--- config.mk ---
export PLATFORM = sky130hd
export DESIGN_NAME = peak_detect_flat
export DESIGN_NICKNAME = d
export VERILOG_FILES = /design/src/rtl/peak_pkg.sv /design/src/rtl/peak_if.sv /design/src/rtl/peak_topk.sv /design/src/rtl/peak_detect.sv /design/src/flat_wrapper.sv
export SDC_FILE = /design/constraint.sdc
export NUM_CORES = 1
export LEC_CHECK = 0
export BUFFER_PORTS_ARGS = -buffer_cell sky130_fd_sc_hd__buf_2
export CAP_MARGIN = 20
export CORE_ASPECT_RATIO = 1.25
export CORE_MARGIN = 5
export CORE_UTILIZATION = 56
export CTS_CLUSTER_SIZE = 12
export DETAILED_ROUTE_END_ITERATION = 10
export PLACE_DENSITY = 0.84
export SYNTH_ARGS = -nofsm -noshare
export SYNTH_HDL_FRONTEND = slang
export SYNTH_SLANG_ARGS = --single-unit
--- constraint.sdc ---
create_clock -name clk -period 5.58 [get_ports clk]
set_clock_uncertainty 0.2 [all_clocks]
set_input_delay 0.279 -clock clk [delete_from_list [all_inputs] [get_ports clk]]
set_output_delay 0.279 -clock clk [all_outputs]
set_load 0.005 [all_outputs]
--- src/rtl/peak_pkg.sv ---
// Shared definitions for the peak detector.
//   ADDR_W, DATA_W, MAX_PEAKS : default frame/sample/table geometry
//   state_t                   : scan controller states
//   peak_entry_t              : one ranked table record {pos, val}
// The entry record is sized by the package constants, so module parameters
// overriding ADDR_W/DATA_W must be kept equal to the values here.
package peak_pkg;

    localparam int ADDR_W    = 10;
    localparam int DATA_W    = 12;
    localparam int MAX_PEAKS = 6;

    typedef enum logic [1:0] {
        IDLE  = 2'd0,
        SCAN  = 2'd1,
        DRAIN = 2'd2,
        DONE  = 2'd3
    } state_t;

    typedef struct packed {
        logic [ADDR_W-1:0] pos;
        logic [DATA_W-1:0] val;
    } peak_entry_t;

endpackage

--- src/rtl/peak_if.sv ---
// Bus bundle between the peak detector and its environment.
//   detect_start / detect_finish : run control level handshake
//   bram_rd_addr / bram_rd_data  : sample memory read port (1-cycle latency)
//   peak_idx / peak_pos / peak_val / detect_peak_num : ranked result read port
// modport master : the detector side
// modport slave  : the system side (memory, run control, display control)
interface peak_if #(
    parameter int ADDR_W = peak_pkg::ADDR_W,
    parameter int DATA_W = peak_pkg::DATA_W
);
    import peak_pkg::*;

    logic              detect_start;
    logic              detect_finish;
    logic [ADDR_W-1:0] bram_rd_addr;
    logic [DATA_W-1:0] bram_rd_data;
    logic [2:0]        detect_peak_num;
    logic [2:0]        peak_idx;
    logic [ADDR_W-1:0] peak_pos;
    logic [DATA_W-1:0] peak_val;

    modport master (
        input  detect_start,
        input  bram_rd_data,
        input  peak_idx,
        output detect_finish,
        output bram_rd_addr,
        output detect_peak_num,
        output peak_pos,
        output peak_val
    );

    modport slave (
        output detect_start,
        output bram_rd_data,
        output peak_idx,
        input  detect_finish,
        input  bram_rd_addr,
        input  detect_peak_num,
        input  peak_pos,
        input  peak_val
    );

endinterface

--- src/rtl/peak_topk.sv ---
// Ranked peak table: keeps the MAX_PEAKS largest candidates sorted by value,
// descending, with equal values ranked by arrival order (earlier address first).
//   clk, rst   : clock, synchronous active-high reset
//   clear      : empties the table and count
//   insert     : candidate {cand_pos, cand_val} offered this cycle
//   rd_idx     : rank to read, 0 = largest
//   count      : number of valid entries, saturates at MAX_PEAKS
//   rd_pos/val : selected entry, 0 when rd_idx is not a valid rank
module peak_topk #(
    parameter int ADDR_W    = peak_pkg::ADDR_W,
    parameter int DATA_W    = peak_pkg::DATA_W,
    parameter int MAX_PEAKS = peak_pkg::MAX_PEAKS
) (
    input  logic              clk,
    input  logic              rst,
    input  logic              clear,
    input  logic              insert,
    input  logic [ADDR_W-1:0] cand_pos,
    input  logic [DATA_W-1:0] cand_val,
    input  logic [2:0]        rd_idx,
    output logic [2:0]        count,
    output logic [ADDR_W-1:0] rd_pos,
    output logic [DATA_W-1:0] rd_val
);
    import peak_pkg::*;

    peak_entry_t          entries      [MAX_PEAKS];
    peak_entry_t          entries_next [MAX_PEAKS];
    peak_entry_t          cand;
    logic [MAX_PEAKS-1:0] keeps;
    logic                 accept;

    function automatic logic [2:0] sat_inc(input logic [2:0] c);
        return (c == 3'(MAX_PEAKS)) ? c : c + 3'd1;
    endfunction

    assign cand.pos = cand_pos;
    assign cand.val = cand_val;

    // An entry keeps its slot when it is valid and ranks at or above the
    // candidate; ">=" makes an equal, later-arriving candidate rank below.
    // Valid entries form a sorted prefix, so keeps is a run of ones.
    always_comb begin
        for (int j = 0; j < MAX_PEAKS; j++) begin
            keeps[j] = (3'(j) < count) && (entries[j].val >= cand_val);
        end
    end

    // Nothing below the last slot outranks the candidate -> it enters the
    // table, and an empty or larger-than-last slot exists.
    assign accept = insert && !keeps[MAX_PEAKS-1];

    always_comb begin
        entries_next[0] = keeps[0] ? entries[0] : cand;
        for (int j = 1; j < MAX_PEAKS; j++) begin
            if (keeps[j]) begin
                entries_next[j] = entries[j];
            end else if (keeps[j-1]) begin
                entries_next[j] = cand;
            end else begin
                entries_next[j] = entries[j-1];
            end
        end
    end

    always_ff @(posedge clk) begin
        if (rst || clear) begin
            for (int j = 0; j < MAX_PEAKS; j++) begin
                entries[j] <= '0;
            end
            count <= '0;
        end else if (accept) begin
            for (int j = 0; j < MAX_PEAKS; j++) begin
                entries[j] <= entries_next[j];
            end
            count <= sat_inc(count);
        end
    end

    // Ranks at or beyond the valid count (including 7 from display control)
    // never match and read as zero.
    always_comb begin
        rd_pos = '0;
        rd_val = '0;
        for (int j = 0; j < MAX_PEAKS; j++) begin
            if ((rd_idx == 3'(j)) && (3'(j) < count)) begin
                rd_pos = entries[j].pos;
                rd_val = entries[j].val;
            end
        end
    end

endmodule

--- src/rtl/peak_detect.sv ---
// Frame peak detector: on a rising edge of detect_start, reads one frame of
// 2**ADDR_W samples from BRAM, finds interior local maxima (plateaus counted
// once at their left edge) and ranks the MAX_PEAKS largest in peak_topk.
//   clk  : system clock
//   rst  : synchronous active-high reset
//   bus  : peak_if master (run handshake, BRAM read port, result read port)
module peak_detect #(
    parameter int ADDR_W    = peak_pkg::ADDR_W,
    parameter int DATA_W    = peak_pkg::DATA_W,
    parameter int MAX_PEAKS = peak_pkg::MAX_PEAKS
) (
    input  logic   clk,
    input  logic   rst,
    peak_if.master bus
);
    import peak_pkg::*;

    localparam logic [ADDR_W-1:0] LAST_ADDR = '1;

    function automatic logic is_peak(input logic [DATA_W-1:0] prev,
                                     input logic [DATA_W-1:0] mid,
                                     input logic [DATA_W-1:0] succ);
        return (prev < mid) && (mid >= succ);
    endfunction

    state_t            state;
    state_t            state_next;
    logic              start_q;
    logic              armed;
    logic              start_edge;
    logic              clear;
    logic [ADDR_W-1:0] rd_addr;

    logic              vld_p0;
    logic              vld_p1;
    logic [ADDR_W-1:0] pos_p1;
    logic              vld_p2;
    logic [ADDR_W-1:0] pos_p2;
    logic [DATA_W-1:0] prev_p2;
    logic [DATA_W-1:0] mid_p2;
    logic [DATA_W-1:0] succ_p2;

    logic              cand_vld;
    logic [ADDR_W-1:0] cand_pos;
    logic [2:0]        peak_count;
    logic [ADDR_W-1:0] sel_pos;
    logic [DATA_W-1:0] sel_val;

    // armed stays low after reset until detect_start is seen low, so a start
    // level already high at reset release is not taken as a new run.
    always_ff @(posedge clk) begin
        if (rst) begin
            start_q <= 1'b0;
            armed   <= 1'b0;
        end else begin
            start_q <= bus.detect_start;
            if (!bus.detect_start) begin
                armed <= 1'b1;
            end
        end
    end

    assign start_edge = bus.detect_start && !start_q && armed;

    always_ff @(posedge clk) begin
        if (rst) begin
            state <= IDLE;
        end else begin
            state <= state_next;
        end
    end

    // clear empties the table on a new run and on an abort; it also flushes
    // the read pipeline so an aborted frame cannot insert late candidates.
    always_comb begin
        state_next = state;
        clear      = 1'b0;
        case (state)
            IDLE: begin
                if (start_edge) begin
                    state_next = SCAN;
                    clear      = 1'b1;
                end
            end
            SCAN: begin
                if (!bus.detect_start) begin
                    state_next = IDLE;
                    clear      = 1'b1;
                end else if (rd_addr == LAST_ADDR) begin
                    state_next = DRAIN;
                end
            end
            DRAIN: begin
                if (!bus.detect_start) begin
                    state_next = IDLE;
                    clear      = 1'b1;
                end else if (vld_p2 && (pos_p2 == LAST_ADDR)) begin
                    state_next = DONE;
                end
            end
            DONE: begin
                if (!bus.detect_start) begin
                    state_next = IDLE;
                end
            end
            default: begin
                state_next = IDLE;
            end
        endcase
    end

    always_ff @(posedge clk) begin
        if (rst) begin
            rd_addr <= '0;
        end else if ((state == SCAN) && (state_next == SCAN)) begin
            rd_addr <= rd_addr + ADDR_W'(1);
        end else begin
            rd_addr <= '0;
        end
    end

    assign vld_p0 = (state == SCAN);

    // ---- p0 -> p1 : address issued, BRAM returns its sample next cycle ----
    always_ff @(posedge clk) begin
        if (rst) begin
            vld_p1 <= 1'b0;
        end else begin
            vld_p1 <= vld_p0 && !clear;
        end
    end

    always_ff @(posedge clk) begin
        pos_p1 <= rd_addr;
    end

    // ---- p1 -> p2 : returned sample shifts into the 3-sample window ----
    always_ff @(posedge clk) begin
        if (rst) begin
            vld_p2  <= 1'b0;
            prev_p2 <= '0;
            mid_p2  <= '0;
            succ_p2 <= '0;
        end else begin
            vld_p2 <= vld_p1 && !clear;
            if (vld_p1) begin
                prev_p2 <= mid_p2;
                mid_p2  <= succ_p2;
                succ_p2 <= bus.bram_rd_data;
            end
        end
    end

    always_ff @(posedge clk) begin
        if (vld_p1) begin
            pos_p2 <= pos_p1;
        end
    end

    // ---- p2 : evaluate centre sample, insert into the ranked table ----
    // pos_p2 tracks the newest sample; requiring it >= 2 keeps the window
    // entirely inside the current frame and excludes address 0 as a centre.
    // The newest sample never exceeds N-1, so N-1 is never a centre either.
    assign cand_pos = pos_p2 - ADDR_W'(1);
    assign cand_vld = vld_p2
                   && (pos_p2 >= ADDR_W'(2))
                   && is_peak(prev_p2, mid_p2, succ_p2)
                   && ((state == SCAN) || (state == DRAIN));

    peak_topk #(
        .ADDR_W    (ADDR_W),
        .DATA_W    (DATA_W),
        .MAX_PEAKS (MAX_PEAKS)
    ) u_topk (
        .clk      (clk),
        .rst      (rst),
        .clear    (clear),
        .insert   (cand_vld),
        .cand_pos (cand_pos),
        .cand_val (mid_p2),
        .rd_idx   (bus.peak_idx),
        .count    (peak_count),
        .rd_pos   (sel_pos),
        .rd_val   (sel_val)
    );

    assign bus.detect_finish   = (state == DONE);
    assign bus.bram_rd_addr    = rd_addr;
    assign bus.detect_peak_num = peak_count;
    assign bus.peak_pos        = sel_pos;
    assign bus.peak_val        = sel_val;

endmodule

--- src/flat_wrapper.sv ---
// flat-port wrapper written by rule: the top's interface ports become plain ports
module peak_detect_flat import peak_pkg::*;
#(
    parameter int ADDR_W    = peak_pkg::ADDR_W,
    parameter int DATA_W    = peak_pkg::DATA_W,
    parameter int MAX_PEAKS = peak_pkg::MAX_PEAKS
)
  (clk, rst, bus_detect_start, bus_bram_rd_data, bus_peak_idx, bus_detect_finish, bus_bram_rd_addr, bus_detect_peak_num, bus_peak_pos, bus_peak_val);
  peak_if #(.ADDR_W(ADDR_W), .DATA_W(DATA_W)) bus_i ();
  input  logic clk;
  input  logic rst;
  input wire logic [$bits(bus_i.detect_start)-1:0] bus_detect_start;
  input wire logic [$bits(bus_i.bram_rd_data)-1:0] bus_bram_rd_data;
  input wire logic [$bits(bus_i.peak_idx)-1:0] bus_peak_idx;
  output wire logic [$bits(bus_i.detect_finish)-1:0] bus_detect_finish;
  output wire logic [$bits(bus_i.bram_rd_addr)-1:0] bus_bram_rd_addr;
  output wire logic [$bits(bus_i.detect_peak_num)-1:0] bus_detect_peak_num;
  output wire logic [$bits(bus_i.peak_pos)-1:0] bus_peak_pos;
  output wire logic [$bits(bus_i.peak_val)-1:0] bus_peak_val;
  assign bus_i.detect_start = bus_detect_start;
  assign bus_i.bram_rd_data = bus_bram_rd_data;
  assign bus_i.peak_idx = bus_peak_idx;
  assign bus_detect_finish = bus_i.detect_finish;
  assign bus_bram_rd_addr = bus_i.bram_rd_addr;
  assign bus_detect_peak_num = bus_i.detect_peak_num;
  assign bus_peak_pos = bus_i.peak_pos;
  assign bus_peak_val = bus_i.peak_val;
  peak_detect #(.ADDR_W(ADDR_W), .DATA_W(DATA_W), .MAX_PEAKS(MAX_PEAKS)) u_core (.clk(clk), .rst(rst), .bus(bus_i));
endmodule
[Word-level counts from Yosys, hierarchy flattened]
Memories as Yosys holds them, arrays and structs flattened.
Cells that the tools add are included.
Storage, ports and cells
  memory bits (read-only): 0
  memories: 1
  input bits: 18
  bits in registers: 75
  bits in latches: 0
  bits in writable memories: 132
Memories
  u_core.u_topk.entries: depth 6, width 22, read ports 6, clocked after memory_dff 0, write ports 6, line peak_topk.sv:27  | peak_entry_t entries [MAX_PEAKS];
Cells by class
  div/mod/pow operators: 0
  $mul: 0
  reductions and logical operators: 33
  $add $sub $neg: 3
  multiplexer cells: 44
  magnitude comparators: 15
  bitwise operators: 8
  shift-type cells: 0
  equal/unequal tests: 12
Operators by type and width (number)
  2-to-1 mux 22 bit: 17
  greater-or-equal comparator 12 bit: 7
  2-to-1 mux 12 bit: 6
  2-to-1 mux 10 bit: 6
  logical AND 1 bit: 23
  == test 10 bit, second input constant: 2
  < comparator 12 bit: 1
  2-to-1 mux 2 bit: 6
  adder 10 x 1 -> 10 bit, second input constant: 1
  greater-or-equal comparator 10 x 2 -> 1 bit, second input constant: 1
  subtractor 10 x 1 -> 10 bit, second input constant: 1
  == test 3 bit, second input constant: 3
  one-hot mux 2 bit (4 select lines): 1
  2-to-1 mux 1 bit: 7
  == test 3 x 2 -> 1 bit, second input constant: 2
  < comparator 1 x 3 -> 1 bit, first input constant: 2
  < comparator 2 x 3 -> 1 bit, first input constant: 2
  < comparator 3 bit, first input constant: 2
  OR 1 bit: 6
  == test 2 x 1 -> 1 bit, second input constant: 2
  == test 2 bit, second input constant: 2
  OR reduction 2 bit: 2
  adder 3 x 1 -> 3 bit, second input constant: 1
  == test 3 x 1 -> 1 bit, second input constant: 1
  7 further kinds: 11

[Logic depth before layout (Yosys ltp)]
Gate-level depths: netlist of the first run.
  depth in word-level cells: 9
  mapped depth: 11
  depth with buffers taken out: 8

[Modules after synthesis]
A second synthesis of the first run with hierarchy kept.
Second synthesis, totals
  cells, all modules: 1074
  area total of the unflattened synthesis: 11631.2 um2
By module, submodules not included
  peak_topk: cells an instance 746, times used 1, seq. area each 4023.9 um2, area each 8318.0 um2
  peak_detect: cells an instance 328, times used 1, seq. area each 1541.5 um2, area each 3313.2 um2

[Worst setup path after synthesis of the first run]
OpenSTA, ideal clock, no wires.
  path type: flip-flop to flip-flop
  from: register u_core.mid_p2[10]
  to: memory u_core.u_topk.entries[0][0] (netlist bit), enable pin
  path buffers: 1
  setup time: 0.464 ns
  stages on the path, launching flop included: 10
  arrival: 4.724 ns
  path slack: 0.193 ns
  cells stage by stage: dfxtp_1 -> clkbuf_1 -> inv_1 -> ha_1 -> a21oi_1 -> a21boi_0 -> or4_1 -> a211oi_2 -> nand3_1 -> o41ai_1
RTL lines
  start, declared: line peak_detect.sv:40  | logic [DATA_W-1:0] mid_p2;
  start signal, assigned: line peak_detect.sv:148  | mid_p2 <= succ_p2;
  end, declared: line peak_topk.sv:27

==> out/qor.txt, run 1 <==
status = finished, final reports clean
Placed Cells = 1461
CTS Sinks = 207
Final Hold Fails = 0
commonest non-fill, non-tap cell in the layout = nor2_1
largest net degree at the start of global routing = 81
I/O Buffers = 53
dominant synthesized flop cell = edfxtp_1
placer congestion estimate = 0.951
sequential area share after synthesis = 47.0%
routed len/inst = 19.1 µm
vias in the first global route = 9519
PostCTS Resize Cnt = 0
Top-Level Pins = 54
Critical Path Source Type = register
cts hold-fix bufs = 13
Syn Nets = 1314
max-cap violation count = 0
row cnt = 59
CP required = 5.51 ns
Yosys warning count = 0
FFs w/ async S/R, synth = 0%
total negative slack = 0 ns
post-route ant nets = 0
Setup crit end kind = register
Post-DP HPWL = 21000 µm
Layout Cells excl Fill = 1515
total CTS buffers = 22
# Post-CTS Setup Buffers = 0
worst vdd ir = 201 µV
CTS Root Cell = clkbuf_16
Ant. Diodes = 0
CTS tree = yes
DRC = 0
Skew-Pair Late Insertion Delay = 0.51 ns
Core Area = 20800 µm²
GRT Residual Overflow = 0
area leader, netlist = edfxtp_1
HP Class = in2reg
layout cells sized above 1 = 10.2%
commonest cells after routing, fill and taps aside = 166 x nor2_1, 151 x a21oi_1, 142 x edfxtp_1, 106 x ha_1, 81 x mux2i_1
post-layout net count = 1349
starting density of the core = 56.9%
Die X = 140 µm
Iter 0 DRT Violations = 1126
full die area = 24200 µm²
Bufs on Longest Clock Path = 3
final instance area = 13200 µm²
unrepaired setup endpoints after global routing = no
leading post-synthesis cells by cell area = edfxtp_1 36%, ha_1 11%, dfxtp_1 11%
Worst-path clk slew = 0.06 ns
chip height = 173 µm
Synth Cell Area = 11800 µm²
DP Area = 12400 µm²
syn avg cell area = 9.96 µm²
Synth Register Bits = 207
# H-tree levels = 1
Fmax = 0.236 GHz
PD cells = 254 nW/µm²
Leak Pwr = 5.23 nW
Finish-stage setup viols = 0
initial antenna violation count = 0
area share of the largest cell type after synthesis = 36.0%
Area Overhead vs Synth = 11.2%
Pre-Repair DR Iteration Count = 6
worst-margin pin slew = 1.03 ns
min Tclk post-route = 4.24 ns
final WL = 29000 µm
first-pass GRT wire length = 47400 µm
Setup WS post-layout = 1.34 ns
Yosys cell types = 57
EDFF count, synth = 142
CP Max Fanout = 22
pre-CTS setup slack = 1.29 ns
Worst slew margin = 31.4%
fin crit share = 76.1%
CP arrival = 4.17 ns
Slew Viols, Final = 0
DR vias = 9519
Post-Syn Instances = 1190
GRT Overall Usage = 23.3%
Tot Pwr = 3.35 mW
Vias per Instance = 6.28
Setup CP Type = reg2reg
==> cell type report <==
type	count	area, µm²
tap	274	343
sequential	207	5570
timing repair buffer	91	591
inverter	39	146
clock buffer	36	634
fill	1654	7640
multi-input combinational	864	5860
clock inverter	4	33.8
==> logic make-up after synthesis <==
kind of cell	Yosys count	synth area share, %
simple gates	366	14.8
fa+ha+maj	106	11.2
compound gates	295	14.8
xor+xnor	16	1.18
buf+inv	119	4.19
flops	207	47.0
mux	81	6.84
==> worst paths after layout <==
kind	from	to	slack, ns	cells after the start
hold / removal	rst	u_core.prev_p2[0]	0.11	2
hold reg to reg	u_core.bus.bram_rd_addr[4]	u_core.pos_p1[4]	0.19	0
setup / recovery	u_core.mid_p2[11]	u_core.u_topk.entries[5][11]	1.34	8
setup reg to reg	u_core.mid_p2[11]	u_core.u_topk.entries[5][11]	1.34	8
==> power breakdown <==
part	switching (mW)	total, mW	internal [mW]
combinational	0.152	0.240	0.0883
sequential	0.0477	1.75	1.70
clock	0.581	1.36	0.779
==> state kept, by name (all words and copies together) (netlist names), 2 cells and up <==
signal	count
u_core.u_topk.entries	132
u_core.mid_p2	12
u_core.prev_p2	12
u_core.succ_p2	12
u_core.bus.bram_rd_addr	10
u_core.pos_p1	10
u_core.pos_p2	10
u_core.u_topk.count	3
u_core.state	2
==> metrics by stage <==
stage	utilization (%)	hold slack, ns
after global placement	59.4	0.186
after global routing	63.3	0.148
final	63.3	0.114
after floorplan	-	0.160
after CTS	63.2	0.124
after detailed placement	59.4	0.187
==> critical path, cell delays in order, from the launching register on <==
cell and delay (ns):
dfxtp_1 0.53, inv_1 0.30, ha_1 0.38, nand4_1 0.15
nor3_1 0.07, or3_1 0.37, o21ai_1 0.52, nand3_1 0.48
nand2_1 0.85
==> synthesized netlist by cell type (9+ instances only) <==
| master | n |
|---|---|
| nor2_1 | 166 |
| a21oi_1 | 151 |
| edfxtp_1 | 142 |
| ha_1 | 106 |
| mux2i_1 | 81 |
| dfxtp_1 | 65 |
| nor3_1 | 60 |
| clkbuf_1 | 59 |
| o21ai_0 | 59 |
| nand3_1 | 49 |
| inv_1 | 39 |
| a222oi_1 | 22 |
| nand2_1 | 22 |
| a21o_1 | 18 |
| nor2b_1 | 12 |
| buf_2 | 10 |
| xor2_1 | 10 |
| a211oi_1 | 9 |
==> layer usage <==
layer	wire length, µm	vias up	GRT usage [%]
met5	0	-	0
met4	1200	0	10.9
li1	-	4495	-
met1	11600	4405	29.9
met2	13800	532	38.4
met3	2370	87	4.06
Power figures use the tool's default switching activity.
==> run 2: changes to the inputs <==
clock period = 3.4 ns   (was 5.58 ns; I/O delays follow)
==> run 2 against run 1 <==
  * Utilization up 2.5 points
  * Non-clock buffer count up 36
  * Cell count up 2.4%
  * Fmax up 30%
  * Largest cell class unchanged
  * Sequential power up 65%
==> out/qor.txt, run 2 (synthesized netlist as in run 1, its figures left out) <==
final WL = 29800 µm (+2.9%)
Tot Pwr = 5.55 mW (+66%)
Crit path buffers/inverters = 2 (+1)
HP Class = reg2reg
DRC = 0 (unchanged)
commonest non-fill, non-tap cell in the layout = nor2_1
Largest Register = u_core.u_topk.entries
layout cells sized above 1 = 14.0% (+3.8 points)
sw power = 1.31 mW (+68%)
grt met2 use = 41.3% (+2.9 points)
Layout Utilization = 65.8% (+2.5 points)
first-pass GRT wire length = 48900 µm (+3.1%)
CTS Sinks = 207 (unchanged)
Skew-Pair Late Insertion Delay = 0.51 ns (about the same)
crit path max-delay cell type = or4_4
commonest cells after routing, fill and taps aside = 166 x nor2_1, 150 x a21oi_1, 142 x edfxtp_1, 99 x ha_1, 81 x mux2i_1
Vias per Instance = 6.28 (about the same)
CTS tree = yes
Core Area = 20800 µm² (unchanged)
Seq pwr share = 51.8% (-0.5 points)
Sw Share = 23.7% (+0.37 points)
Clock power frac = 40.5% (about the same)
Post-DP HPWL = 21700 µm (+3.3%)
full die area = 24200 µm² (unchanged)
total CTS buffers = 22 (unchanged)
CP Max Fanout = 15 (-32%)
gr busiest metal = met2
Pre-Repair DR Iteration Count = 9 (+3)
Top-Level Pins = 54 (unchanged)
CP max stage delay = 0.53 ns (-0.32 ns)
worst-margin pin slew = 0.990 ns (-0.0384 ns)
GRT Overall Usage = 24.1% (+0.80 points)
routed len/inst = 19.2 µm (+0.51%)
Reg area = 5570 µm² (+0.11%)
I/O Buffers = 53 (unchanged)
Setup crit end kind = register
status = finished, final reports clean
max-cap violation count = 0 (unchanged)
DP Area = 12800 µm² (+3.9%)
combinational fraction of design power = 7.7% (+0.5 points)
chip height = 173 µm (unchanged)
largest net degree at the start of global routing = 85 (+4.9%)
area of the multi-input gates = 5990 µm² (+2.2%)
row cnt = 59 (unchanged)
Ant. Diodes = 0 (unchanged)
vias in the first global route = 9593 (+0.78%)
CP Cell Sequence = inv_1 -> ha_1 -> nand3b_1 -> or4_4 -> a211oi_4 -> nand3_4 -> o41ai_4 -> buf_4
CP required = 3.40 ns (-2.11 ns)
met1 Track Usage GR = 31.3% (+1.4 points)
Slew Viols, Final = 0 (unchanged)
Area Overhead vs Synth = 15.7%
initial antenna violation count = 0 (unchanged)
placer congestion estimate = 0.952 (about the same)
internal power = 4.24 mW (+65%)
Leak Pwr = 5.48 nW (+4.7%)
CP arrival = 3.25 ns (-0.92 ns)
# H-tree levels = 1 (unchanged)
GR Util met3 = 3.45% (-0.61 points)
fill count = 1616 (-2.3%)
min Tclk post-route = 3.26 ns (-0.990 ns)
PostCTS Resize Cnt = 0 (unchanged)
Worst-path clk slew = 0.06 ns (about the same)
GRT Residual Overflow = 0 (unchanged)
Iter 0 DRT Violations = 1241 (+10%)
Fmax = 0.307 GHz (+30%)
Worst slew margin = 33.1% (+1.6 points)
fin crit share = 95.7% (+20 points)
Bufs on Longest Clock Path = 3 (unchanged)
final instance area = 13700 µm² (+4.0%)
CTS Root Cell = clkbuf_16
Critical Path Source Type = register
Crit path max-delay family = simple AND/OR/NAND/NOR gates
PD cells = 405 nW/µm² (+59%)
Setup CP Type = reg2reg
max FFs per register = 132 (unchanged)
Final Hold Fails = 0 (unchanged)
worst vdd ir = 305 µV (+51%)
post-route ant nets = 0 (unchanged)
DR vias = 9740 (+2.3%)
post-layout net count = 1385 (+2.7%)
Finish-stage setup viols = 0 (unchanged)
starting density of the core = 56.9% (unchanged)
Die X = 140 µm (unchanged)
run 2: cell types whose count changed in the layout (fill, tap and decap cells not counted), moves of 3 or more:
cell	before	now
dlygate4sd3_1	13	19
dfxtp_2	1	6
ha_1	106	99
buf_12	0	6
buf_4	24	49
inv_1	39	31
ha_4	0	6
inv_8	0	5
dfxtp_1	64	59
clkbuf_4	3	0
run 2: metrics by stage:
step                      setup TNS, ns  worst slack (ns)  instances  hold slack [ns]
after floorplan                   -4.55            -0.103       1190           0.0512
after global placement                0             0.182       1491            0.182
after detailed placement              0            0.0624       1491            0.186
after CTS                             0            0.0323       1550            0.196
after global routing            -0.0439           -0.0119       1551            0.210
final                                 0             0.145       1551            0.197
run 2: worst reg2reg max path: cells and delay by family (launching register included):
kind                       cells  cell delay [ns]
adders and majority gates      1             0.35
AOI/OAI and AO/OA              2             0.70
buffers and inverters          2             0.41
DFF                            1             0.45
and+or+nand+nor                3             0.84
run 2: what timing repair did:
| item | 4_1_cts | 5_1_grt |
|---|---|---|
| hold endpoints to repair | 21 | 0 |
| buffers inserted | 0 | 1 |
| hold buffers | 19 | 0 |
| setup endpoints to repair | 0 | 44 |
run 2: per-layer routing:
layer	vias up	part of all wire, %
li1	4565	-
met1	4561	39
met2	532	49
met3	82	8.5
met4	0	2.9
met5	-	0
run 2: path summary, 6_finish.rpt:
check | start | endpoint | slack, ns | cells after the start
max | u_core.state[1] | u_core.u_topk.entries[0][1] | 0.14 | 8
max reg2reg | u_core.state[1] | u_core.u_topk.entries[0][1] | 0.14 | 8
min reg2reg | u_core.bus.bram_rd_addr[9] | u_core.pos_p1[9] | 0.20 | 0
min | u_core.bus.bram_rd_addr[9] | u_core.pos_p1[9] | 0.20 | 0
run 2: cell type report:
class,count,share of cell area [%]
inverters,39,1.38
repair buffers,127,6.88
well taps,274,2.50
clock buffers,35,4.59
flip-flops and latches,207,40.7
clock inverters,5,0.274
multi-input cells,864,43.7
run 2: power groups by stage:
stage	Clock (mW)	Combinational (mW)	Sequential [mW]
after floorplan	0	0.269	2.89
after global placement	0	0.386	2.92
after detailed placement	0	0.402	2.92
after CTS	2.27	0.420	2.87
after global routing	2.38	0.469	2.88
final	2.25	0.425	2.88
